--- src/rtl/rst_seq_watchdog.sv ---
// rst_seq_watchdog: reset sequencer with a run watchdog.
//   Holds NUM_DOMAINS active-low domain resets low for HOLD_CYCLES edges.
//   It then releases them one at a time, STAGGER_CYCLES apart.
//   After the last release it supervises the run with a kick/timeout watchdog.
//
// Ports:
//   clk        system clock
//   rst        synchronous active-high reset
//   sw_rst     synchronous restart of the sequence from HOLD (pulse or level)
//   kick       watchdog refresh while running
//   pass       run-complete indication; accepted only while running
//   rstn_out   active-low domain resets, bit i drives domain i
//   busy       high in HOLD / RELEASE
//   running    high in RUN
//   done       sticky, pass accepted
//   timeout    sticky, watchdog expired
//   run_cycles edges spent in RUN (only with RST_SEQ_WATCHDOG_CYCLE_COUNT_EN)
//
// Optional feature macro: RST_SEQ_WATCHDOG_CYCLE_COUNT_EN adds the run_cycles
// counter and port.
module rst_seq_watchdog #(
   parameter int NUM_DOMAINS    = 2,
   parameter int HOLD_CYCLES    = 4,
   parameter int STAGGER_CYCLES = 2,
   parameter int TIMEOUT_CYCLES = 500000,
   parameter int TIMEOUT_ACTION = 0,
   parameter int CNT_W          = 32
) (
   input  logic                   clk,
   input  logic                   rst,
   input  logic                   sw_rst,
   input  logic                   kick,
   input  logic                   pass,
   output logic [NUM_DOMAINS-1:0] rstn_out,
   output logic                   busy,
   output logic                   running,
   output logic                   done,
   output logic                   timeout
`ifdef RST_SEQ_WATCHDOG_CYCLE_COUNT_EN
   ,
   output logic [CNT_W-1:0]       run_cycles
`endif
);

   typedef enum logic [2:0] {S_HOLD, S_RELEASE, S_RUN, S_DONE, S_TMO} state_t;

   // seq_cnt value seen on the edge that releases the last domain
   localparam logic [CNT_W-1:0] SEQ_LAST =
      CNT_W'(HOLD_CYCLES + (NUM_DOMAINS-1)*STAGGER_CYCLES - 1);
   localparam bit               WD_EN    = (TIMEOUT_CYCLES != 0);
   localparam logic [CNT_W-1:0] WD_LAST  = CNT_W'(WD_EN ? TIMEOUT_CYCLES-1 : 0);

   state_t                  state_q, state_d;
   logic [CNT_W-1:0]        seq_q, seq_d;
   logic [CNT_W-1:0]        wd_q, wd_d;
   logic [NUM_DOMAINS-1:0]  rstn_d;
   logic [NUM_DOMAINS-1:0]  rel_hit;

   // Domain i is released on the edge where seq_cnt == HOLD + i*STAGGER - 1.
   // With STAGGER=0 every bit hits on the same edge.
   for (genvar i = 0; i < NUM_DOMAINS; i++) begin : g_rel
      assign rel_hit[i] = (seq_q == CNT_W'(HOLD_CYCLES + i*STAGGER_CYCLES - 1));
   end

   always_comb begin
      state_d = state_q;
      seq_d   = seq_q;
      wd_d    = wd_q;
      rstn_d  = rstn_out;
      if (sw_rst) begin
         state_d = S_HOLD;
         seq_d   = '0;
         wd_d    = '0;
         rstn_d  = '0;
      end else begin
         case (state_q)
            S_HOLD, S_RELEASE: begin
               rstn_d = rstn_out | rel_hit;
               if (seq_q == SEQ_LAST) begin
                  // last release: seq_cnt saturates here, watchdog starts fresh
                  state_d = S_RUN;
                  wd_d    = '0;
               end else begin
                  seq_d = seq_q + 1'b1;
                  if (state_q == S_HOLD && rel_hit[0]) state_d = S_RELEASE;
               end
            end
            S_RUN: begin
               if (pass) begin
                  state_d = S_DONE;
               end else if (kick) begin
                  wd_d = '0;
               end else if (WD_EN && wd_q == WD_LAST) begin
                  state_d = S_TMO;
                  if (TIMEOUT_ACTION == 1) rstn_d = '0;
               end else if (wd_q != '1) begin
                  // saturate so a disabled watchdog never wraps
                  wd_d = wd_q + 1'b1;
               end
            end
            S_DONE, S_TMO: ;
            default: state_d = S_HOLD;
         endcase
      end
   end

   always_ff @(posedge clk) begin
      if (rst) begin
         state_q  <= S_HOLD;
         seq_q    <= '0;
         wd_q     <= '0;
         rstn_out <= '0;
         busy     <= 1'b1;
         running  <= 1'b0;
         done     <= 1'b0;
         timeout  <= 1'b0;
      end else begin
         state_q  <= state_d;
         seq_q    <= seq_d;
         wd_q     <= wd_d;
         rstn_out <= rstn_d;
         busy     <= (state_d == S_HOLD) || (state_d == S_RELEASE);
         running  <= (state_d == S_RUN);
         done     <= (state_d == S_DONE);
         timeout  <= (state_d == S_TMO);
      end
   end

`ifdef RST_SEQ_WATCHDOG_CYCLE_COUNT_EN
   // Counts edges taken from RUN, including the exit edge; holds in DONE/TMO.
   always_ff @(posedge clk) begin
      if (rst || sw_rst)                             run_cycles <= '0;
      else if (state_q == S_RUN && run_cycles != '1) run_cycles <= run_cycles + 1'b1;
   end
`endif

endmodule

--- config.mk ---
export PLATFORM = sky130hd
export DESIGN_NAME = rst_seq_watchdog
export DESIGN_NICKNAME = d
export VERILOG_FILES = /design/src/rtl/rst_seq_watchdog.sv
export SDC_FILE = /design/constraint.sdc
export NUM_CORES = 1
export LEC_CHECK = 0
export CAP_MARGIN = 20
export CORE_MARGIN = 1
export CORE_UTILIZATION = 45
export CTS_CLUSTER_SIZE = 30
export DETAILED_ROUTE_END_ITERATION = 7
export PLACE_DENSITY = 0.71
export RECOVER_POWER = 25
export SLEW_MARGIN = 20
export SYNTH_ARGS = -nofsm -noshare
export SYNTH_HDL_FRONTEND = slang
export SYNTH_SLANG_ARGS = --single-unit
--- constraint.sdc ---
create_clock -name clk -period 2.65 [get_ports clk]
set_input_delay 0.53 -clock clk [delete_from_list [all_inputs] [get_ports clk]]
set_output_delay 0.53 -clock clk [all_outputs]
set_load 0.005 [all_outputs]
==> results of run 1 <==
==> layout by cell type, fill, tap and decap left out, drive strengths merged, types with 4 or more instances in the layout <==
cell	count
dlygate4sd3	6
nand3	24
or4	4
nand4	22
xnor2	22
and4	6
inv	14
and2	6
clkbuf	12
nand2	30
dfxtp	73
nor4	17
o21ai	44
o31ai	19
o41ai	4
a31oi	7
nor3	18
a21oi	15
nor2	63
buf	26
or3	9
==> stage by stage <==
stage	total power, mW	cell area, um2
2_1_floorplan	1.15	3610
6_report	2.09	4200
3_3_place_gp	1.17	3930
3_5_place_dp	1.17	3930
5_1_grt	2.16	4200
4_1_cts	2.10	4140
==> final timing paths <==
kind	start	endpoint	slack [ns]	cells past startpoint
hold / removal	wd_q[23]$_SDFFE_PP0P_	wd_q[23]$_SDFFE_PP0P_	0.47	1
setup / recovery	wd_q[5]$_SDFFE_PP0P_	wd_q[14]$_SDFFE_PP0P_	0.09	7
hold reg to reg	wd_q[23]$_SDFFE_PP0P_	wd_q[23]$_SDFFE_PP0P_	0.47	1
setup reg to reg	wd_q[5]$_SDFFE_PP0P_	wd_q[14]$_SDFFE_PP0P_	0.09	7
==> area by class of cell <==
cell class / count / share of cell area
repair buffers: 38 / 0.0754
clock buffers: 10 / 0.0304
multi-input cells: 342 / 0.482
inverters: 14 / 0.0125
flip-flops and latches: 73 / 0.350
clock inverters: 6 / 0.0197
well taps: 102 / 0.0304
==> cells in the mapped netlist (all sizes together) (3+ instances only) <==
cell type,instances,area share
and4,6,0.015
o41ai,4,0.0097
o31ai,19,0.040
nor2,63,0.066
a31oi,7,0.012
nor3,18,0.025
ha,3,0.010
a41oi,3,0.0073
buf,6,0.014
nand3,24,0.033
o21ai,44,0.061
nor4,17,0.029
xnor2,22,0.053
or2,3,0.0052
and2,6,0.010
nand2,30,0.031
dfxtp,73,0.41
or4,4,0.0094
inv,14,0.015
a21oi,15,0.021
or3,9,0.016
nand4,22,0.038
clkbuf,14,0.015
==> registers in the layout, indices dropped and copies added (netlist names) <==
name      count
seq_q        32
wd_q         32
state_q       3
rstn_out      2
busy          1
done          1
running       1
timeout       1
==> worst max-delay path, cell delays in order, from the launching register on <==
cell and delay [ns]:
dfxtp_2 0.34, or4_4 0.52, or4_4 0.53, o311a_4 0.34, a221oi_4 0.37, buf_4 0.24, o21ai_1 0.08, o31ai_1 0.06
==> kinds of logic (layout without fill, tap and decap cells) <==
kind of cell,after synthesis,in the layout
AO/OA/AOI/OAI,102,102
XOR/XNOR,24,24
adder cells (fa/ha/maj),3,3
buffers and inverters,34,68
flip-flops,73,73
AND/OR/NAND/NOR,213,213
==> per-layer routing <==
layer  up-vias  track usage
li1       1711            -
met1      1615        0.314
met2       100        0.305
met3        17       0.0310
met4         0       0.0926
met5         -            0
==> power by group through the flow <==
| stage | logic (mW) | registers [mW] | clock network (mW) |
|---|---|---|---|
| 6_report | 0.0472 | 1.10 | 0.949 |
| 5_1_grt | 0.0508 | 1.10 | 1.01 |
| 4_1_cts | 0.0412 | 1.10 | 0.961 |
| 2_1_floorplan | 0.0261 | 1.12 | 0 |
| 3_5_place_dp | 0.0410 | 1.13 | 0 |
| 3_3_place_gp | 0.0400 | 1.13 | 0 |
==> repair_timing <==
item	4_1_cts	5_1_grt
setup endpoints to repair	0	27
gates resized for setup	0	21
hold buffers	0	0
==> impl_metrics.py, run 1 <==
metrics = {
    "timing": {
        "setup_violations": 0,
        "max_freq_mhz": 391,
        "hold_viol": 0,
        "final.setup.tns_ns": 0,
        "final.period_utilization": 0.966,
        "holdWs_ns": 0.473,
        "slew_headroom": 0.606,
        "slew_violations": 0,
        "tightest_slew_ns": 0.586,
        "finClkSkew_ns": 0.00953,
        "period_needed_ns": 2.56,
        "worst_slack_ns": 0.0905,
        "rsz0062_at_grt": "true",
    },
    "final_layout": {
        "fill_cells": 700,
        "seq_area_um2": 1470,
        "layout-drive-gt1-share": 0.116,
        "fin_nets": 486,
        "multi_input_area_um2": 2020,
        "syn_to_final_growth_pct": 16.4,
        "layoutNonFillerInstCount": 585,
        "postLayoutCoreUtil": 0.543,
        "n_antenna_cell": 0,
    },
    "job": {
        "timing.max_cap.violations": 0,
    },
    "pwr": {
        "p_clk_frac": 0.453,
        "leakage_nw": 1.30,
        "p_sw_mw": 0.454,
        "peakVddDrop_mv": 0.286,
        "p_int_mw": 1.64,
        "p_sw_frac": 0.217,
        "combPwrFrac": 0.023,
        "power_density_nw_per_um2": 499,
        "seq_power_share": 0.524,
    },
    "placed_design": {
        "dpl_worst_slack_ns": -0.198,
        "place.gp.congestion": 0.859,
        "io_buffer_count": 10,
        "dp_cells": 567,
        "dp_hpwl_mm": 5.64,
    },
    "clock_network": {
        "clockRootBuffer": "clkbuf_8",
        "cts-buffers-inserted": 9,
        "cts_setup_buffers": 0,
        "htreeDepth": 3,
        "cts.sinks": 73,
        "clk_pin_slew_ns": 0.08,
        "tritoncts": "done",
        "clk_latency_ns": 0.35,
        "clockBufferDepth": 2,
    },
    "global_route": {
        "grt_overflow_total": 0,
        "antenna_found_initial": 0,
        "grt_max_degree": 36,
        "grt_pass1_wl_mm": 14.5,
        "grt_pass1_vias": 3059,
        "track_usage": 0.213,
    },
    "route": {
        "highest_layer": "met4",
        "wl_met3_um": 468,
        "antenna_left": 0,
        "wl_per_cell_um": 14.5,
        "drtIter0Drc": 297,
        "dr_wl_met2_mm": 3.58,
        "drt-total-wl_mm": 8.49,
        "dr.pass1.iters": 5,
        "vias_per_cell": 5.89,
        "route.detailed.drc": 0,
        "routed-via-count": 3443,
        "m1WireLength_mm": 4.26,
    },
    "synth": {
        "synth-xor-area-share": 0.0583,
        "synth-main-ff-cell": "dfxtp_1",
        "synth_compound_area_frac": 0.182,
        "yosysWarnings": 0,
        "ys_seq_area_frac": 0.405,
        "yosys.area_share.adder": 0.0104,
        "synth.avg_cell_area_um2": 8.03,
        "async_flop_share": 0,
        "synth.cell_area_um2": 3610,
        "synth_nets": 457,
        "synth_edf_count": 0,
        "synthMuxAreaShare": 0,
        "synth.distinct_cells": 42,
        "synth-simple-area-share": 0.301,
        "synth-seq-cells": 73,
        "synth_cells": 449,
        "synth_top_family_by_area": "simple AND/OR/NAND/NOR gates",
    },
    "floorplanning": {
        "dieArea_um2": 8380,
        "num_rows": 32,
        "start_util": 0.467,
        "die_w_um": 91.5,
        "core-area_um2": 7730,
        "die_h_um": 91.5,
        "io_pins": 11,
    },
    "worst_setup_path": {
        "arrival_ns": 2.83,
        "start_kind": "flop",
        "required_ns": 2.92,
        "cp-end-kind": "flop",
        "crit_type": "flop to flop",
        "crit_fanout": 7,
    },
    "min_path": {
        "hp-class": "flop to flop",
    },
    "run_status": {
        "status": "finished clean",
    },
}
Note: power is estimated with default switching activity, not from simulation.
==> run 2: changes to the inputs <==
--- a/config.mk
+++ b/config.mk
@@ -8,6 +8,7 @@
 export CAP_MARGIN = 20
 export CORE_MARGIN = 1
 export CORE_UTILIZATION = 45
+export CTS_BUF_LIST = sky130_fd_sc_hd__clkbuf_2 sky130_fd_sc_hd__clkbuf_4 sky130_fd_sc_hd__clkbuf_8
 export CTS_CLUSTER_SIZE = 30
 export DETAILED_ROUTE_END_ITERATION = 7
 export PLACE_DENSITY = 0.71
==> impl_metrics.py, run 2 (synthesis gave the netlist of run 1 again) <==
metrics = {
    "global_route": {
        "grt_overflow_total": 0,
        "grt_max_degree": 36,
        "grt_pass1_wl_mm": 14.4,
        "grt_pass1_vias": 3055,
        "track_usage": 0.213,
        "antenna_found_initial": 0,
    },
    "timing": {
        "period_needed_ns": 2.56,
        "final.setup.tns_ns": 0,
        "finClkSkew_ns": 0.00764,
        "rsz0062_at_grt": "true",
        "hold_viol": 0,
        "slew_headroom": 0.606,
        "setup_violations": 0,
        "final.period_utilization": 0.965,
        "tightest_slew_ns": 0.586,
        "max_freq_mhz": 391,
        "slew_violations": 0,
    },
    "final_layout": {
        "fin_nets": 486,
        "layout-drive-gt1-share": 0.118,
        "postLayoutCoreUtil": 0.544,
        "final_common_cell": "dfxtp_1",
        "seq_area_um2": 1470,
        "multi_input_area_um2": 2020,
        "syn_to_final_growth_pct": 16.6,
        "layout_common_cells": "dfxtp_1 (70), nor2_1 (63), o21ai_1 (33), nand2_1 (30), nand3_1 (24)",
        "top_regs": "seq_q x32, wd_q x32, state_q x3",
        "n_antenna_cell": 0,
        "fill_cells": 700,
    },
    "floorplanning": {
        "die_h_um": 91.5,
        "num_rows": 32,
        "dieArea_um2": 8380,
        "io_pins": 11,
        "start_util": 0.467,
        "die_w_um": 91.5,
        "core-area_um2": 7730,
    },
    "worst_setup_path": {
        "arrival_ns": 2.82,
        "crit_type": "flop to flop",
        "cp-end-kind": "flop",
        "start_kind": "flop",
        "required_ns": 2.92,
        "crit_fanout": 7,
    },
    "clock_network": {
        "clockRootBuffer": "clkbuf_8",
        "tritoncts": "done",
        "htreeDepth": 3,
        "clk_pin_slew_ns": 0.08,
        "cts-buffers-inserted": 9,
        "clk_latency_ns": 0.35,
        "cts.sinks": 73,
        "cts_setup_buffers": 0,
        "clockBufferDepth": 2,
    },
    "placed_design": {
        "place.gp.congestion": 0.859,
        "dp_hpwl_mm": 5.64,
        "io_buffer_count": 10,
    },
    "route": {
        "vias_per_cell": 5.84,
        "routed-via-count": 3415,
        "route.detailed.drc": 0,
        "antenna_left": 0,
        "dr.pass1.iters": 4,
        "drtIter0Drc": 312,
        "drt-total-wl_mm": 8.43,
        "wl_per_cell_um": 14.4,
    },
    "pwr": {
        "p_sw_frac": 0.213,
        "power_density_nw_per_um2": 499,
        "p_int_mw": 1.65,
        "p_clk_frac": 0.454,
        "combPwrFrac": 0.023,
        "peakVddDrop_mv": 0.286,
        "p_sw_mw": 0.446,
        "seq_power_share": 0.524,
        "leakage_nw": 1.30,
    },
    "job": {
        "timing.max_cap.violations": 0,
    },
    "run_status": {
        "status": "finished clean",
    },
    "min_path": {
        "hp-class": "flop to flop",
    },
}
run 2: cell counts in the layout (fill, tap and decap cells not counted):
No cell type changed its count.
run 2: path summary, 6_finish.rpt:
path                         start                     to  slack, ns  cells after the start
max           wd_q[5]$_SDFFE_PP0P_  wd_q[14]$_SDFFE_PP0P_       0.09                      7
min          wd_q[23]$_SDFFE_PP0P_  wd_q[23]$_SDFFE_PP0P_       0.47                      1
max reg2reg   wd_q[5]$_SDFFE_PP0P_  wd_q[14]$_SDFFE_PP0P_       0.09                      7
min reg2reg  wd_q[23]$_SDFFE_PP0P_  wd_q[23]$_SDFFE_PP0P_       0.47                      1
run 2: area by class of cell:
class / instances / share of cell area
clock inverter: 6 / 0.0196
clock buffer: 10 / 0.0313
inverter: 14 / 0.0125
timing repair buffer: 38 / 0.0753
multi-input combinational: 342 / 0.482
tap: 102 / 0.0304
sequential: 73 / 0.349
run 2: power groups by stage:
stage / registers (mW) / clock network (mW) / logic (mW)
2_1_floorplan: 1.12 / 0 / 0.0261
6_report: 1.10 / 0.951 / 0.0474
3_5_place_dp: 1.13 / 0 / 0.0410
5_1_grt: 1.10 / 1.02 / 0.0508
3_3_place_gp: 1.13 / 0 / 0.0400
4_1_cts: 1.10 / 0.971 / 0.0412
run 2: through the flow:
step / setup WS (ns) / cells / instance area, um2 / power (mW) / hold slack (ns)
global placement: -0.167 / 567 / 3930 / 1.17 / 0.461
global route: 0.0193 / 585 / 4200 / 2.17 / 0.492
detailed placement: -0.198 / 567 / 3930 / 1.17 / 0.471
CTS: 0.0458 / 583 / 4140 / 2.11 / 0.500
finish: 0.0928 / 585 / 4200 / 2.10 / 0.473
floorplan: 0.160 / 449 / 3610 / 1.15 / 0.459
run 2: layer usage:
metal | GRT usage | routed length, um
met5 | 0 | 0
met4 | 0.0926 | 172
met3 | 0.0310 | 470
met2 | 0.305 | 3540
met1 | 0.313 | 4250
run 2: worst max-delay path, stage by stage (launching register included):
cell and delay [ns]:
dfxtp_2 0.34, or4_4 0.52, or4_4 0.53, o311a_4 0.34, a221oi_4 0.37, buf_4 0.24
o21ai_1 0.08, o31ai_1 0.06
run 2: what timing repair did:
action                                  in CTS  in global routing
resized for setup                            0                 21
endpoints found under the setup margin       0                 27
hold buffers                                 0                  0
